File: config.mk
export PLATFORM = sky130hd
export DESIGN_NAME = vme_regbank_pipe
export DESIGN_NICKNAME = d
export VERILOG_FILES = /design/src/rtl/vme_regbank_pipe.sv
export SDC_FILE = /design/constraint.sdc
export NUM_CORES = 1
export LEC_CHECK = 0
export CAP_MARGIN = 20
export CORE_ASPECT_RATIO = 1.75
export CORE_MARGIN = 8
export CORE_UTILIZATION = 38
export DETAILED_ROUTE_END_ITERATION = 8
export PLACE_DENSITY = 0.74
export SETUP_SLACK_MARGIN = 0.1
export SLEW_MARGIN = 15
export SYNTH_ARGS = -nofsm -noshare
export SYNTH_HDL_FRONTEND = slang
export SYNTH_SLANG_ARGS = --single-unit
File: constraint.sdc
create_clock -name Clk -period 1.9 [get_ports Clk]
set_clock_uncertainty 0.15 [all_clocks]
set_input_delay 0.285 -clock Clk [delete_from_list [all_inputs] [get_ports Clk]]
set_output_delay 0.285 -clock Clk [all_outputs]
set_load 0.005 [all_outputs]
File: src/rtl/vme_regbank_pipe.sv
// vme_regbank_pipe: VME-side bank of N_REGS writable control registers.
//
// Write path is two stages (capture, then decode+update), so a write strobe
// in cycle T updates the register and raises VMEWrDone / wr_pulse_o in T+2.
// Read path decodes combinationally and registers data + VMERdDone for T+1.
//
// Ports:
//   Clk, Rst    - rising-edge clock, synchronous active-high reset
//   VMEAddr     - word address shared by both strobes
//   VMEWrData   - write data (low REG_WIDTH bits stored)
//   VMEWrMem    - one-cycle write strobe
//   VMERdMem    - one-cycle read strobe
//   VMERdData   - read data, zero-extended, held between reads
//   VMERdDone   - one-cycle read acknowledge
//   VMEWrDone   - one-cycle write acknowledge
//   regs_o      - flat register contents, reg i at [i*REG_WIDTH +: REG_WIDTH]
//   wr_pulse_o  - per-register pulse in the cycle the register changes
//   VMEAccErr   - unmapped-access pulse (only with VME_REGBANK_ERR_EN)
//
// Build option: define VME_REGBANK_ERR_EN to report unmapped accesses on
// VMEAccErr instead of acknowledging them.
module vme_regbank_pipe #(
    parameter int unsigned N_REGS     = 4,
    parameter int unsigned ADDR_WIDTH = 4,
    parameter int unsigned REG_WIDTH  = 16,
    parameter logic [N_REGS*REG_WIDTH-1:0] RST_VALS = '0
) (
    input  logic                          Clk,
    input  logic                          Rst,
    input  logic [ADDR_WIDTH-1:0]         VMEAddr,
    input  logic [31:0]                   VMEWrData,
    input  logic                          VMEWrMem,
    input  logic                          VMERdMem,
    output logic [31:0]                   VMERdData,
    output logic                          VMERdDone,
    output logic                          VMEWrDone,
    output logic [N_REGS*REG_WIDTH-1:0]   regs_o,
    output logic [N_REGS-1:0]             wr_pulse_o
`ifdef VME_REGBANK_ERR_EN
    ,
    output logic                          VMEAccErr
`endif
);

    localparam int unsigned BANK_W = N_REGS * REG_WIDTH;

`ifdef VME_REGBANK_ERR_EN
    localparam bit ERR_EN = 1'b1;
`else
    localparam bit ERR_EN = 1'b0;
`endif

    // Captured write request (stage 0)
    typedef struct packed {
        logic                  vld;
        logic [ADDR_WIDTH-1:0] addr;
        logic [REG_WIDTH-1:0]  data;
    } wr_req_t;

    wr_req_t                 wr_s0_q;
    logic [BANK_W-1:0]       regs_q;
    logic [N_REGS-1:0]       wack_q;
    logic [N_REGS-1:0]       wack_c;
    logic                    wr_map_c;
    logic [REG_WIDTH-1:0]    rd_mux_c;
    logic                    rd_map_c;

    // Bits above REG_WIDTH are never stored
    if (REG_WIDTH < 32) begin : g_wr_hi
        logic unused_wr_hi;
        assign unused_wr_hi = ^VMEWrData[31:REG_WIDTH];
    end

    // Stage 0: capture the write request
    always_ff @(posedge Clk) begin
        if (Rst) begin
            wr_s0_q <= '0;
        end else begin
            wr_s0_q.vld  <= VMEWrMem;
            wr_s0_q.addr <= VMEAddr;
            wr_s0_q.data <= VMEWrData[REG_WIDTH-1:0];
        end
    end

    // Stage 1 decode: one-hot write enable for mapped addresses
    always_comb begin
        wack_c   = '0;
        wr_map_c = 1'b0;
        for (int i = 0; i < int'(N_REGS); i++) begin
            if (wr_s0_q.addr == ADDR_WIDTH'(i)) begin
                wr_map_c  = 1'b1;
                wack_c[i] = wr_s0_q.vld;
            end
        end
    end

    // Stage 1: register update, per-register pulse and write acknowledge
    always_ff @(posedge Clk) begin
        if (Rst) begin
            regs_q    <= RST_VALS;
            wack_q    <= '0;
            VMEWrDone <= 1'b0;
        end else begin
            for (int i = 0; i < int'(N_REGS); i++) begin
                if (wack_c[i]) begin
                    regs_q[i*REG_WIDTH +: REG_WIDTH] <= wr_s0_q.data;
                end
            end
            wack_q    <= wack_c;
            // Unmapped writes are acknowledged only when errors are not reported
            VMEWrDone <= wr_s0_q.vld && (wr_map_c || !ERR_EN);
        end
    end

    // Read mux; unmapped addresses read as zero
    always_comb begin
        rd_mux_c = '0;
        rd_map_c = 1'b0;
        for (int i = 0; i < int'(N_REGS); i++) begin
            if (VMEAddr == ADDR_WIDTH'(i)) begin
                rd_map_c = 1'b1;
                rd_mux_c = regs_q[i*REG_WIDTH +: REG_WIDTH];
            end
        end
    end

    // Read data / acknowledge; data holds when no acknowledged read
    always_ff @(posedge Clk) begin
        if (Rst) begin
            VMERdData <= '0;
            VMERdDone <= 1'b0;
        end else begin
            VMERdDone <= VMERdMem && (rd_map_c || !ERR_EN);
            if (VMERdMem && (rd_map_c || !ERR_EN)) begin
                VMERdData <= 32'(rd_mux_c);
            end
        end
    end

`ifdef VME_REGBANK_ERR_EN
    // Error pulse aligned with the Done latency of each path
    always_ff @(posedge Clk) begin
        if (Rst) begin
            VMEAccErr <= 1'b0;
        end else begin
            VMEAccErr <= (VMERdMem && !rd_map_c) || (wr_s0_q.vld && !wr_map_c);
        end
    end
`endif

    assign regs_o     = regs_q;
    assign wr_pulse_o = wack_q;

endmodule

* Word level (Yosys, flattened, before mapping) *
Index checks and enable logic that the tools add are counted.

operators by class
  add/subtract/negate cells = 0
  multipliers = 0
  divide/modulo/power cells = 0
  order comparisons = 0
  equal/unequal tests = 6
  shifts and indexed selects = 0
  multiplexer cells = 8
  bitwise gates (word level) = 0
  reduce and logical (&&, ||, !) cells = 2

operators by type and width
  operator              number
  $mux W16              4
  $eq A4 B2 Y1 const B  4
  $eq A4 B1 Y1 const B  2
  $logic_not A4 Y1      2
  $mux W1               4

word-level totals
  bits in registers = 107
  bits in latches = 0
  RAM bits = 0
  bits in read-only memories = 0
  bits of input ports = 40
  output and inout bits = 102
  logic and storage cells = 27
  memories = 0

* Longest topological paths before layout *
Gate-level depths: netlist of run 1.

  depth after elaboration = 5
  mapped depth = 7
  gate-level depth less buffers = 4

* Worst setup path after synthesis of run 1 *
OpenSTA, ideal clock, no wires.

  kind = input -> register
  start = input VMEAddr[2]
  end = register VMERdData[10]
  setup time = 0.088 ns
  arrival time = 1.247 ns
  required time = 1.662 ns
  path slack = 0.415 ns
  cell stages on the path = 7
  path through = buf_4 > nor2_8 > and3_1 > buf_6 > buf_12 > nand2_2 > a311oi_2

between the ends
  word-level cells in the longest chain between the ends = 5

ends and longest elaborated chain
  what                    line  text
  from (decl)             30    input logic [ADDR_WIDTH-1:0] VMEAddr,
  $logic_not A4 Y1        120   if (VMEAddr == ADDR_WIDTH'(i)) begin
  $mux W16 (3 in series)  120
  $mux W16 (*)            120
  to (signal assigned)    135   VMERdData <= 32'(rd_mux_c);
  to (decl)               34    output logic [31:0] VMERdData,

Mark *: on every way between the ends. The rest lies on a longest branch, timed or not.
A chain may end at the register's enable or synchronous reset.

* Worst setup path in the final report of run 1 *
  start = register regs_q[30] (netlist: regs_o[30])
  end = output regs_o[30]

RTL lines
  what                               line  text
  from (decl)                        61    logic [BANK_W-1:0] regs_q;
  from (signal, indexed assignment)  106   regs_q[i*REG_WIDTH +: REG_WIDTH] <= wr_s0_q.data;
  to (decl)                          37    output logic [N_REGS*REG_WIDTH-1:0] regs_o,

No word-level cell between the ends.

==> results of run 1 <==
-- kinds of logic (layout without fill, tap and decap cells) --
| family | Yosys count | count (layout) | synth area share |
|---|---|---|---|
| other cells | 1 | 16 | 0.000879 |
| mux | 8 | 8 | 0.0217 |
| buf+inv | 74 | 167 | 0.0985 |
| simple gates | 216 | 216 | 0.230 |
| flops | 107 | 107 | 0.502 |
| compound gates | 110 | 110 | 0.147 |
-- worst min-delay path by stage --
stage                     slack, ns    endpoint    startpoint  cells past startpoint
after floorplan                0.26  wr_s0_q[0]  VMEWrData[0]                      1
after global placement         0.31   regs_o[6]     regs_o[6]                      2
after detailed placement       0.31   regs_o[2]     regs_o[2]                      2
after CTS                       0.1  regs_o[14]           Rst                      2
after global routing           0.11  regs_o[30]           Rst                      2
final                          0.11   regs_o[8]           Rst                      2
-- cell type report --
| type | instances | share of cell area |
|---|---|---|
| inverters | 16 | 0.0103 |
| multi-input cells | 350 | 0.302 |
| clock buffers | 11 | 0.0416 |
| flip-flops and latches | 107 | 0.367 |
| well taps | 132 | 0.0283 |
| repair buffers | 135 | 0.233 |
| clock inverters | 5 | 0.0172 |
-- where the power goes --
part           switching (W)  leakage, nW  total [W]  internal [W]
registers          0.0000479        0.872    0.00235       0.00230
logic               0.000175        0.975   0.000364      0.000190
clock network       0.000789        0.169    0.00211       0.00132
total                0.00101         2.02    0.00482       0.00381
-- state kept, by name (all words and copies together), names as in the netlist --
name and cells:
VMEWrDone 1, VMERdDone 1, wr_pulse_o 4, wr_s0_q 21
regs_o 64, VMERdData 16
-- Yosys cell counts --
library cell	number	area share
nor4b_2	2	0.0070
a311oi_2	3	0.011
buf_4	22	0.039
and3_1	1	0.0015
nor4_1	7	0.010
nor3_1	8	0.0094
o21bai_1	7	0.012
and2_1	2	0.0029
o21ai_0	8	0.0094
conb_1	1	0.00088
buf_6	4	0.011
buf_2	11	0.013
nand3_1	9	0.011
a311oi_1	5	0.010
mux4_2	1	0.0053
a31oi_1	7	0.010
nor2_1	12	0.011
inv_1	16	0.014
dfxtp_1	107	0.50
nand2b_1	3	0.0044
and4bb_1	1	0.0029
clkbuf_1	20	0.018
mux2i_1	7	0.016
a21oi_1	80	0.094
nand2_2	3	0.0044
nand2_1	142	0.12
buf_12	1	0.0047
nor2b_1	25	0.037
nor2_8	1	0.0047
-- metrics by stage --
step                      instance area [µm²]  setup TNS [ns]
after global placement                   5490        -0.00771
after detailed placement                 5490          -0.290
after CTS                                5830               0
after global routing                     5830               0
final                                    5830               0
after floorplan                          4320               0
-- layer usage --
layer,up-vias,part of all wire,wire length (µm),GRT usage
met5,-,0,0,0
met4,0,0.048,573,0.109
met3,30,0.075,900,0.0381
met2,138,0.49,5850,0.266
met1,1724,0.39,4720,0.188
li1,1859,-,-,-
==> impl_metrics.toml, run 1 <==
[status]
status = "finished clean"

[worst_setup_path]
crit_cells = 1
crit_required_ns = 1.46
crit_arrival_ns = 1.28
worstSetupEndpoint = "regs_o[30]"
cp-start-kind = "register"
cpLargestDelayFamily = "buffers and inverters"
worstPathMaxFanout = 3
crit_path_top_delay_cell = "clkdlybuf4s50_1"
crit_path_end_kind = "output pin"
r2r_slack_ns = 0.31
timing.rr.start = "wr_s0_q[20]"
timing.rr.end = "regs_o[4]"
crit_path_max_incr_delay_ns = 0.57
crit_chain = "clkdlybuf4s50_1"
crit_type = "register to output pin"
rr_worst_depth = 5
startpoint = "regs_o[30]"
path_buf_inv = 1

[placement]
dp_cells = 740
dpl.hpwl_mm = 9.03
gp_congestion = 0.876
pre_cts_ws_ns = -0.0650
port_buffers = 109

[timing]
max_freq_mhz = 583
setup_ws_ns = 0.185
hold_slack_ns = 0.114
layout_min_cycle_time_ns = 1.71
finalHoldViolCount = 0
rsz0062_at_grt = "no"
setup_viol = 0
drv_slew = 0
layout_worst_path_cycle_share = 0.903

[synth]
netlist_area_um2 = 4270
yosysSeqAreaShare = 0.502
avgSynthCellArea_um2 = 8.27
syn_inst = 516
synth_cell_types = 29
yosys_warnings = 0
synth-seq-cells = 107

[clocking]
htreeDepth = 3
cts_tree = "done"
cts_hold_buf = 0
cts.path.max_buffers = 2
root_buffer = "clkbuf_16"
post_cts_buffers = 0
clock_latency_ns = 0.35
cts_resized = 0
numClockSinks = 107
cts_inserted_buffers = 9
clk_pin_slew_ns = 0.07

[global_route]
grt-ovfl-total = 0
first_global_vias = 3598
grtUsageTotal = 0.166
antenna_found_initial = 0
grt_max_degree = 48
grt_pass1_wl_mm = 19.1

[power_and_ir_drop]
power_w = 0.00482
powerDensity_nw_per_um2 = 826
ir_worst_vdd_v = 0.000573
p_leak_nw = 2.02

[route]
wl_mm = 12.0
ant_nets = 0
firstDrtPassIters = 4
dr.first_iter.drc_count = 243
via_per_inst = 4.96
num_vias = 3751
drc_errors = 0
avgRoutedWirePerCell_um = 15.9

[flow_run]
max-cap-violations = 0

[layout]
finalNonFillerCells = 756
nNetsFinal = 659
drive_above_1_share = 0.0833
seqCellArea_um2 = 2140
final_cell_mix = "nand2_1 (142), clkdlybuf4s50_1 (108), dfxtp_1 (107), a21oi_1 (80), nor2b_1 (25)"
area_delta_synth_final_pct = 36.6
multiInputGateArea_um2 = 1760
fillerInstances = 1014
layout.cells.most_common = "nand2_1"
num_antenna_cells = 0
finish.utilization = 0.528

[floorplan]
row_count = 51
initial_core_util = 0.386
pin_count = 142
core_um2 = 11000
die_h_um = 156
die_w_um = 96.1
die_area_um2 = 15000

[hold_path]
holdCritPathClass = "input port to register"
(Power assumes the default switching activity.)
==> inputs of run 2 (changes only) <==
Settings changed: CORE_ASPECT_RATIO 1.75 to unset.
==> run 2 against run 1 <==
Against the previous run:
- flip-flop and latch count is the same
- critical endpoint is now regs_o[36]
- highest routed layer unchanged
- worst hold slack worse by 0.035 ns
- critical path depth stayed put
==> impl_metrics.toml, run 2 (synthesized netlist as in run 1, its figures left out) <==
[status]
status = "finished clean"

[layout]
nNetsFinal = 651
design_area_um2 = 5660
layout.cells.most_common = "nand2_1"
num_antenna_cells = 0
largest_reg_flops = 64
final_cell_mix = "nand2_1 (142), clkdlybuf4s50_1 (108), dfxtp_1 (107), a21oi_1 (80), nor2b_1 (25)"
fillerInstances = 1018
area_delta_synth_final_pct = 32.6
finish.utilization = 0.519
drive_above_1_share = 0.0698

[placement]
postPlaceCellArea_um2 = 5440
gp_congestion = 0.835
port_buffers = 109
dpl.hpwl_mm = 8.80
pre_cts_ws_ns = -0.0561

[route]
ant_nets = 0
via_per_inst = 4.84
drc_errors = 0
wl_mm = 12.0
dr.first_iter.drc_count = 299
num_vias = 3662
avgRoutedWirePerCell_um = 15.8
firstDrtPassIters = 4

[global_route]
grtUsageTotal = 0.155
antenna_found_initial = 0
first_global_vias = 3417
grt_max_degree = 92
grt_pass1_wl_mm = 18.5
grt-ovfl-total = 0

[floorplan]
die_h_um = 122
row_count = 38
initial_core_util = 0.392
die_w_um = 122
core_um2 = 10900
die_area_um2 = 14900
pin_count = 142

[flow_run]
max-cap-violations = 0

[clocking]
cts_hold_buf = 0
clock_latency_ns = 0.36
cts_inserted_buffers = 9
numClockSinks = 107
cts_tree = "done"
root_buffer = "clkbuf_8"
post_cts_buffers = 0
clk_pin_slew_ns = 0.10
htreeDepth = 3
cts.path.max_buffers = 2
cts_resized = 0

[hold_path]
min_from = "Rst"
hold_depth = 2
worstHoldEndpoint = "VMERdData[12]"
holdCritPathClass = "input port to register"

[worst_setup_path]
crit_path_max_incr_delay_ns = 0.56
timing.rr.start = "wr_s0_q[18]"
crit_path_top_delay_cell = "clkdlybuf4s50_1"
worstPathMaxFanout = 3
crit_chain = "clkdlybuf4s50_1"
cpLargestDelayFamily = "buffers and inverters"
rr_worst_depth = 4
timing.rr.end = "regs_o[63]"
cp-start-kind = "register"
crit_type = "register to output pin"
crit_arrival_ns = 1.31
crit_path_end_kind = "output pin"
r2r_slack_ns = 0.26
path_buf_inv = 1
crit_required_ns = 1.46

[timing]
max_freq_mhz = 572
layout_min_cycle_time_ns = 1.75
setup_viol = 0
finalHoldViolCount = 0
fin_setup_tns_ns = 0
layout_worst_path_cycle_share = 0.920
timing.slew.headroom = 0.578
rsz0062_at_grt = "no"
setup_ws_ns = 0.153
drv_slew = 0
tightest_slew_ns = 0.631

[power_and_ir_drop]
powerDensity_nw_per_um2 = 746
p_leak_nw = 1.92
power_w = 0.00422
ir_worst_vdd_v = 0.000325
run 2: power by group:
group	switching [W]	leakage (nW)	internal [W]
Sequential	0.0000503	0.872	0.00230
Combinational	0.000173	0.938	0.000178
Clock	0.000742	0.111	0.000781
run 2: worst max-delay path by stage:
stage                     slack (ns)             to  startpoint  depth (start not counted)
after global placement         -0.04   VMERdData[4]  VMEAddr[1]                          7
after floorplan                 0.41  VMERdData[10]  VMEAddr[2]                          7
after CTS                       0.15     regs_o[36]  regs_o[36]                          1
final                           0.15     regs_o[36]  regs_o[36]                          1
after detailed placement       -0.06   VMERdData[7]  VMEAddr[1]                          6
after global routing            0.10     regs_o[62]  regs_o[62]                          1
run 2: layout make-up:
| type | count | area, µm² | share of cell area |
|---|---|---|---|
| clock buffers | 12 | 145 | 0.0257 |
| well taps | 140 | 175 | 0.0310 |
| repair buffers | 127 | 1300 | 0.230 |
| multi-input cells | 350 | 1760 | 0.311 |
| flip-flops and latches | 107 | 2140 | 0.379 |
| inverters | 16 | 60.1 | 0.0106 |
| clock inverters | 4 | 73.8 | 0.0131 |
run 2: per-layer routing:
metal	global-route usage	wire length, µm
met4	0.0586	205
met2	0.247	5570
met5	0	0
met1	0.201	5370
met3	0.0338	822
run 2: through the flow:
stage,hold slack (ns),std cells
floorplan,0.263,531
global placement,0.306,740
detailed placement,0.316,740
CTS,0.0657,756
global route,0.0693,756
finish,0.0794,756
